$ cat src/rtl/i2c_codec_responder_if.sv
// I2C bus bundle between a bus master (or bench) and the codec responder.
// sda_oen is the responder's open-drain request: 1 pulls SDA low.
`timescale 1ns/1ps
interface i2c_codec_responder_if;
   logic scl;
   logic sda;
   logic sda_oen;

   modport master (output scl, output sda, input sda_oen);
   modport slave  (input scl, input sda, output sda_oen);
endinterface

$ cat src/rtl/i2c_codec_responder.sv
// Write-only I2C responder standing in for a WM8731 control port.
// Decodes START/STOP, acknowledges its device address, collects the
// 3-byte register write and keeps a 9-bit shadow register file.
`timescale 1ns/1ps
module i2c_codec_responder #(
   parameter logic [6:0] DEV_ADDR  = 7'h1A,
   parameter int         NUM_REGS  = 10,
   parameter logic [6:0] RESET_REG = 7'h0F
) (
   input  logic                 i_clk,
   input  logic                 i_rst_n,
   i2c_codec_responder_if.slave bus,
   input  logic [3:0]           i_rd_idx,
   output logic [8:0]           o_rd_data,
   output logic                 o_wr_valid,
   output logic [6:0]           o_wr_addr,
   output logic [8:0]           o_wr_data,
   output logic                 o_err,
   output logic [7:0]           o_wr_count,
   output logic                 o_busy
);

   localparam int         IDX_W      = (NUM_REGS > 1) ? $clog2(NUM_REGS) : 1;
   localparam logic [7:0] NUM_REGS_U = 8'(NUM_REGS);

   localparam logic [2:0] ST_IDLE      = 3'd0;
   localparam logic [2:0] ST_ADDR      = 3'd1;
   localparam logic [2:0] ST_ACK_A     = 3'd2;
   localparam logic [2:0] ST_BYTE1     = 3'd3;
   localparam logic [2:0] ST_ACK_1     = 3'd4;
   localparam logic [2:0] ST_BYTE2     = 3'd5;
   localparam logic [2:0] ST_ACK_2     = 3'd6;
   localparam logic [2:0] ST_WAIT_STOP = 3'd7;

   logic       scl_p0, scl_p1, scl_p2;
   logic       sda_p0, sda_p1, sda_p2;

   logic [2:0] state;
   logic [2:0] bit_cnt;
   logic       got8;
   logic [7:0] shift;
   logic [7:0] byte1;
   logic       sda_oen_q;

   logic [8:0] regs [NUM_REGS];

   logic       scl_rise, scl_fall, scl_hi_stable;
   logic       start_det, stop_det;
   logic       in_byte, abort_err;
   logic       commit_now, reg_in_range, is_reset_reg;
   logic [6:0] commit_reg;
   logic [8:0] commit_data;

   assign bus.sda_oen = sda_oen_q;

   // Bus synchronizers: stage 0/1 resynchronize, stage 2 holds the previous value for edge detect
   always_ff @(posedge i_clk) begin
      if (!i_rst_n) begin
         scl_p0 <= 1'b0;
         scl_p1 <= 1'b0;
         scl_p2 <= 1'b0;
         sda_p0 <= 1'b0;
         sda_p1 <= 1'b0;
         sda_p2 <= 1'b0;
      end else begin
         scl_p0 <= bus.scl;
         scl_p1 <= scl_p0;
         scl_p2 <= scl_p1;
         sda_p0 <= bus.sda;
         sda_p1 <= sda_p0;
         sda_p2 <= sda_p1;
      end
   end

   // Bus event decode and commit qualification
   always_comb begin
      scl_rise      = scl_p1 & ~scl_p2;
      scl_fall      = ~scl_p1 & scl_p2;
      // START/STOP only while SCL has been high for two samples, so an SCL edge always wins
      scl_hi_stable = scl_p1 & scl_p2;
      start_det     = scl_hi_stable & ~sda_p1 & sda_p2;
      stop_det      = scl_hi_stable & sda_p1 & ~sda_p2;
      in_byte       = (state == ST_ADDR) || (state == ST_BYTE1) || (state == ST_BYTE2);
      // A STOP here abandons a write that has not yet committed
      abort_err     = (state == ST_ADDR)  || (state == ST_ACK_A) ||
                      (state == ST_BYTE1) || (state == ST_ACK_1) ||
                      (state == ST_BYTE2);
      commit_now    = (state == ST_BYTE2) && scl_fall && got8;
      commit_reg    = byte1[7:1];
      commit_data   = {byte1[0], shift};
      reg_in_range  = {1'b0, commit_reg} < NUM_REGS_U;
      is_reset_reg  = (commit_reg == RESET_REG);
   end

   // Protocol FSM: byte reception, ACK drive, commit reporting and status
   always_ff @(posedge i_clk) begin
      if (!i_rst_n) begin
         state      <= ST_IDLE;
         bit_cnt    <= 3'd0;
         got8       <= 1'b0;
         shift      <= 8'd0;
         byte1      <= 8'd0;
         sda_oen_q  <= 1'b0;
         o_wr_valid <= 1'b0;
         o_wr_addr  <= 7'd0;
         o_wr_data  <= 9'd0;
         o_err      <= 1'b0;
         o_wr_count <= 8'd0;
         o_busy     <= 1'b0;
      end else begin
         o_wr_valid <= 1'b0;
         o_err      <= 1'b0;
         if (start_det) begin
            // START or repeated START: restart address phase, drop any partial write
            state     <= ST_ADDR;
            bit_cnt   <= 3'd0;
            got8      <= 1'b0;
            sda_oen_q <= 1'b0;
            o_busy    <= 1'b1;
         end else if (stop_det) begin
            if (abort_err) begin
               o_err <= 1'b1;
            end
            state     <= ST_IDLE;
            got8      <= 1'b0;
            sda_oen_q <= 1'b0;
            o_busy    <= 1'b0;
         end else if (in_byte && scl_rise && !got8) begin
            shift   <= {shift[6:0], sda_p1};
            bit_cnt <= bit_cnt + 3'd1;
            if (bit_cnt == 3'd7) begin
               got8 <= 1'b1;
            end
         end else if (scl_fall) begin
            case (state)
               ST_ADDR: begin
                  if (got8) begin
                     got8 <= 1'b0;
                     if (shift[7:1] != DEV_ADDR) begin
                        state <= ST_WAIT_STOP;
                     end else if (shift[0]) begin
                        // Reads are not supported: refuse and flag
                        o_err <= 1'b1;
                        state <= ST_WAIT_STOP;
                     end else begin
                        state     <= ST_ACK_A;
                        sda_oen_q <= 1'b1;
                     end
                  end
               end
               ST_BYTE1: begin
                  if (got8) begin
                     got8      <= 1'b0;
                     byte1     <= shift;
                     state     <= ST_ACK_1;
                     sda_oen_q <= 1'b1;
                  end
               end
               ST_BYTE2: begin
                  if (got8) begin
                     got8       <= 1'b0;
                     state      <= ST_ACK_2;
                     sda_oen_q  <= 1'b1;
                     o_wr_valid <= 1'b1;
                     o_wr_addr  <= commit_reg;
                     o_wr_data  <= commit_data;
                     o_wr_count <= o_wr_count + 8'd1;
                     if (!is_reset_reg && !reg_in_range) begin
                        o_err <= 1'b1;
                     end
                  end
               end
               ST_ACK_A: begin
                  sda_oen_q <= 1'b0;
                  bit_cnt   <= 3'd0;
                  state     <= ST_BYTE1;
               end
               ST_ACK_1: begin
                  sda_oen_q <= 1'b0;
                  bit_cnt   <= 3'd0;
                  state     <= ST_BYTE2;
               end
               ST_ACK_2: begin
                  sda_oen_q <= 1'b0;
                  state     <= ST_WAIT_STOP;
               end
               default: begin
                  state <= state;
               end
            endcase
         end
      end
   end

   // Shadow register file: indexed write, or whole-file clear on the reset register
   always_ff @(posedge i_clk) begin
      if (!i_rst_n) begin
         for (int i = 0; i < NUM_REGS; i++) begin
            regs[i] <= 9'd0;
         end
      end else if (commit_now) begin
         if (is_reset_reg) begin
            for (int i = 0; i < NUM_REGS; i++) begin
               regs[i] <= 9'd0;
            end
         end else if (reg_in_range) begin
            regs[commit_reg[IDX_W-1:0]] <= commit_data;
         end
      end
   end

   // Combinational read-back, zero outside the implemented range
   always_comb begin
      o_rd_data = 9'd0;
      if ({4'd0, i_rd_idx} < NUM_REGS_U) begin
         o_rd_data = regs[i_rd_idx[IDX_W-1:0]];
      end
   end

endmodule

$ cat src/flat_wrapper.sv
// flat-port wrapper written by rule: the top's interface ports become plain ports
module i2c_codec_responder_flat 
#(
   parameter logic [6:0] DEV_ADDR  = 7'h1A,
   parameter int         NUM_REGS  = 10,
   parameter logic [6:0] RESET_REG = 7'h0F
)
  (i_clk, i_rst_n, i_rd_idx, o_rd_data, o_wr_valid, o_wr_addr, o_wr_data, o_err, o_wr_count, o_busy, bus_scl, bus_sda, bus_sda_oen);
  i2c_codec_responder_if bus_i ();
  input  logic i_clk;
  input  logic i_rst_n;
  input  logic [3:0] i_rd_idx;
  output logic [8:0] o_rd_data;
  output logic o_wr_valid;
  output logic [6:0] o_wr_addr;
  output logic [8:0] o_wr_data;
  output logic o_err;
  output logic [7:0] o_wr_count;
  output logic o_busy;
  input wire logic [$bits(bus_i.scl)-1:0] bus_scl;
  input wire logic [$bits(bus_i.sda)-1:0] bus_sda;
  output wire logic [$bits(bus_i.sda_oen)-1:0] bus_sda_oen;
  assign bus_i.scl = bus_scl;
  assign bus_i.sda = bus_sda;
  assign bus_sda_oen = bus_i.sda_oen;
  i2c_codec_responder #(.DEV_ADDR(DEV_ADDR), .NUM_REGS(NUM_REGS), .RESET_REG(RESET_REG)) u_core (.i_clk(i_clk), .i_rst_n(i_rst_n), .bus(bus_i), .i_rd_idx(i_rd_idx), .o_rd_data(o_rd_data), .o_wr_valid(o_wr_valid), .o_wr_addr(o_wr_addr), .o_wr_data(o_wr_data), .o_err(o_err), .o_wr_count(o_wr_count), .o_busy(o_busy));
endmodule
$ cat config.mk
export PLATFORM = sky130hd
export DESIGN_NAME = i2c_codec_responder_flat
export DESIGN_NICKNAME = d
export VERILOG_FILES = /design/src/rtl/i2c_codec_responder_if.sv /design/src/rtl/i2c_codec_responder.sv /design/src/flat_wrapper.sv
export SDC_FILE = /design/constraint.sdc
export NUM_CORES = 1
export LEC_CHECK = 0
export BUFFER_PORTS_ARGS = -buffer_cell sky130_fd_sc_hd__buf_2
export CORE_ASPECT_RATIO = 0.75
export CORE_MARGIN = 3
export CORE_UTILIZATION = 45
export CTS_CLUSTER_DIAMETER = 100
export DETAILED_ROUTE_END_ITERATION = 7
export PLACE_DENSITY_LB_ADDON = 0.08
export SLEW_MARGIN = 20
export SYNTH_ARGS = -nofsm -noshare
export SYNTH_HDL_FRONTEND = slang
export SYNTH_SLANG_ARGS = --single-unit
$ cat constraint.sdc
create_clock -name i_clk -period 3.2 [get_ports i_clk]
set_input_delay 0.32 -clock i_clk [delete_from_list [all_inputs] [get_ports i_clk]]
set_output_delay 0.32 -clock i_clk [all_outputs]
set_load 0.005 [all_outputs]
==> impl_metrics.toml <==
[sta]
skew_ns = 0.00793
grt_setup_unrepaired = "false"
setup_ws_ns = 0.509
tightest_slew_ns = 0.726
finalSetupViolations = 0
relSlewSlack = 0.515
fmax_mhz = 372
finalSetupTns_ns = 0
layout_min_cycle_time_ns = 2.69
hold_ws_ns = 0.104
period_share = 0.841
slew_violations = 0
finalHoldViolations = 0

[floorplan]
die_h_um = 110
die_x_um = 144
rows = 37
dieArea_um2 = 15900
io_pins = 45
start_util = 0.466
core_area_um2 = 13900

[setup_path]
crit_arrival_ns = 2.82
cp-start-kind = "flip-flop"
critical_path_class = "reg -> reg"
timing.rr.start = "u_core.scl_p2"
worstPathRequired_ns = 3.33
cp-startpoint = "u_core.scl_p2"
ff2ff_setup_slack_ns = 0.51
crit_path_end = "u_core.regs[6][0]"
worstSetupEndpointType = "flip-flop"
reg2regPathDepth = 5
path_max_fanout = 20
crit_path_top_delay_cell = "or4_1"
rr_endpoint = "u_core.regs[6][0]"
cp_cell_sequence = "and4b_1 -> nand3_1 -> or4_1 -> o21ai_0 -> buf_4"
slowest_delay_ns = 0.87

[logic_synthesis]
postSynth.asyncResetShare = 0
avgSynthCellArea_um2 = 11.6
yosys_most_used_dff = "edfxtp_1"
synth_edf_count = 90
ys_ff_latch = 147
synth.largest_area_cell = "edfxtp_1"
netlist_top_cells_area = "edfxtp_1, dfxtp_1, mux4_2"
yosysUniqueCellTypes = 54
synth.net_count = 567
synthCells = 556
yosysSeqAreaShare = 0.594
ys_warn_count = 0
netlist.area_leader.share = 0.418
syn-cell-area_um2 = 6470

[cells_and_area]
layout-drive-gt1-share = 0.185
nNetsFinal = 610
area_delta_synth_final_pct = 13.4
antenna_cells = 0
fin_cells = 787
design_area_um2 = 7340
fillers = 1241
final_util = 0.528

[grt]
antenna_found_initial = 0
grt_pass1_vias = 4277
grt_max_degree = 54
gr-total-overflow = 0
grt_util_all_layers = 0.204
grt_pass1_wl_mm = 23.8

[pwr]
pwr-share-seq = 0.523
power_switching_mw = 0.827
ir_worst_vdd_v = 0.000424
p_int_mw = 3.13
combPwrFrac = 0.042
p_per_area_nw_per_um2 = 540
clkPwrFrac = 0.435
p_total_mw = 3.96
p_sw_frac = 0.209
p_leak_nw = 2.61

[clocking]
cts_buffers = 17
clk_path_buf_depth = 2
cts_num_sinks = 147
cts-root-buf = "clkbuf_16"
clkTransAtPathRegs_ns = 0.06
cts-hold-fix-buffers = 0
cts.repair.resized = 0
clk_latency_ns = 0.42
postCtsSetupBuffers = 0
h-tree-depth = 4
cts_tree = "done"

[detailed_routing]
final_antenna_net_count = 0
dr_wl_met2_mm = 6.51
routed.top_layer = "met4"
drcViolationCount = 0
drtIter0Drc = 387
wire_per_inst_um = 18.9
avgViaCountPerCell = 5.49
vias = 4321
wl_met3_um = 777
drt-total-wl_mm = 14.8
dr.pass1.iters = 5
wl_met1_mm = 7.32

[placement]
numPlacedInstances = 755
hpwl_mm = 10.6
portBuffers = 44
dpl_cell_area_um2 = 6830
gp_congestion = 0.866
place_ws_ns = 0.553

[job]
drv_cap = 0

[hold_path]
hp-class = "in -> reg"

[run_status]
status = "complete, no violations"
[per-layer routing]
layer,GRT usage,vias to the layer above
met3,0.0478,16
li1,-,2073
met4,0.0726,0
met2,0.301,102
met5,0,-
met1,0.294,2130
[critical path, delay by kind of cell (launching register included)]
| kind | cells | cell delay [ns] |
|---|---|---|
| DFF | 1 | 0.52 |
| buffers and inverters | 1 | 0.22 |
| AOI/OAI and AO/OA | 1 | 0.30 |
| and+or+nand+nor | 3 | 1.35 |
[layout by cell type (no fill, tap or decap), types with 3 or more instances in the layout]
| cell | count |
|---|---|
| a21boi_0 | 18 |
| nor2b_1 | 20 |
| buf_4 | 20 |
| inv_1 | 6 |
| nand3_1 | 7 |
| nand2b_1 | 4 |
| nand2_1 | 63 |
| ha_1 | 3 |
| mux2i_1 | 24 |
| mux4_2 | 18 |
| o21a_1 | 3 |
| a22oi_1 | 10 |
| clkbuf_16 | 17 |
| xnor2_1 | 5 |
| edfxtp_1 | 90 |
| o21ai_0 | 25 |
| or3_1 | 3 |
| and2_1 | 28 |
| a21oi_1 | 9 |
| nand4_1 | 4 |
| buf_2 | 44 |
| dfxtp_1 | 57 |
| nor2_1 | 82 |
| clkbuf_1 | 8 |
| clkinv_2 | 4 |
[how the worst min path moves through the flow]
stage / startpoint / to / slack, ns / depth (start not counted)
final: bus_scl / u_core.scl_p0 / 0.10 / 2
after global routing: bus_sda / u_core.sda_p0 / 0.10 / 2
after CTS: bus_scl / u_core.scl_p0 / 0.08 / 2
after detailed placement: u_core.sda_p0 / u_core.sda_p1 / 0.42 / 1
after global placement: u_core.scl_p0 / u_core.scl_p1 / 0.42 / 1
after floorplan: u_core.scl_p0 / u_core.scl_p1 / 0.41 / 1
[layout make-up]
| cell class | count | area [µm²] | area share |
|---|---|---|---|
| sequential | 147 | 3840 | 0.524 |
| multi-input combinational | 363 | 2380 | 0.324 |
| timing repair buffer | 64 | 370 | 0.0505 |
| clock buffer | 26 | 469 | 0.0640 |
| clock inverter | 6 | 32.5 | 0.00443 |
| tap | 175 | 219 | 0.0298 |
| inverter | 6 | 22.5 | 0.00307 |
[power by group through the flow]
stage / logic, mW / registers (mW) / clock network (mW)
after global placement: 0.163 / 2.11 / 0
final: 0.165 / 2.07 / 1.72
after detailed placement: 0.166 / 2.11 / 0
after global routing: 0.181 / 2.08 / 1.83
after floorplan: 0.112 / 2.10 / 0
after CTS: 0.166 / 2.07 / 1.75
[synthesized netlist by cell type (2+ instances only)]
master     number
a21boi_0       18
and2_1         28
buf_4           2
o21ai_0        25
edfxtp_1       90
or4_1           2
or3_1           3
and2_2          2
inv_1           6
a21oi_1         9
nor2_1         82
a22oi_1        10
nor2b_1        20
nand2b_1        4
nor3_1          2
nand3_1         7
clkbuf_1       31
a22o_1          2
nand2_1        63
xnor2_1         5
ha_1            3
o211ai_1        2
o21ai_1         2
nor3b_1         2
buf_2           3
nand4_1         4
dfxtp_1        57
nor4_1          2
a41oi_1         2
bufbuf_16       2
mux4_2         18
o21a_1          3
mux2i_1        24
[flip-flops by register name, summed over array words and instances, names as in the netlist]
register	flops
u_core.o_busy	1
u_core.o_wr_data	9
u_core.o_wr_count	8
u_core.o_wr_valid	1
u_core.o_wr_addr	7
u_core.scl_p0	1
u_core.sda_p0	1
u_core.byte1	8
u_core.o_err	1
u_core.sda_p1	1
u_core.regs	90
u_core.scl_p1	1
u_core.scl_p2	1
u_core.state	3
u_core.got8	1
u_core.bit_cnt	3
u_core.shift	8
u_core.sda_p2	1
u_core.bus.sda_oen	1
[logic make-up after synthesis]
group / after synthesis / share of synthesized area
AND/OR/NAND/NOR: 232 / 0.172
flip-flops: 147 / 0.594
AO/OA/AOI/OAI: 79 / 0.0800
buffers and inverters: 46 / 0.0385
multiplexers: 43 / 0.102
XOR/XNOR: 6 / 0.00812
adder cells (fa/ha/maj): 3 / 0.00580
Note: power is estimated with default switching activity, not from simulation.
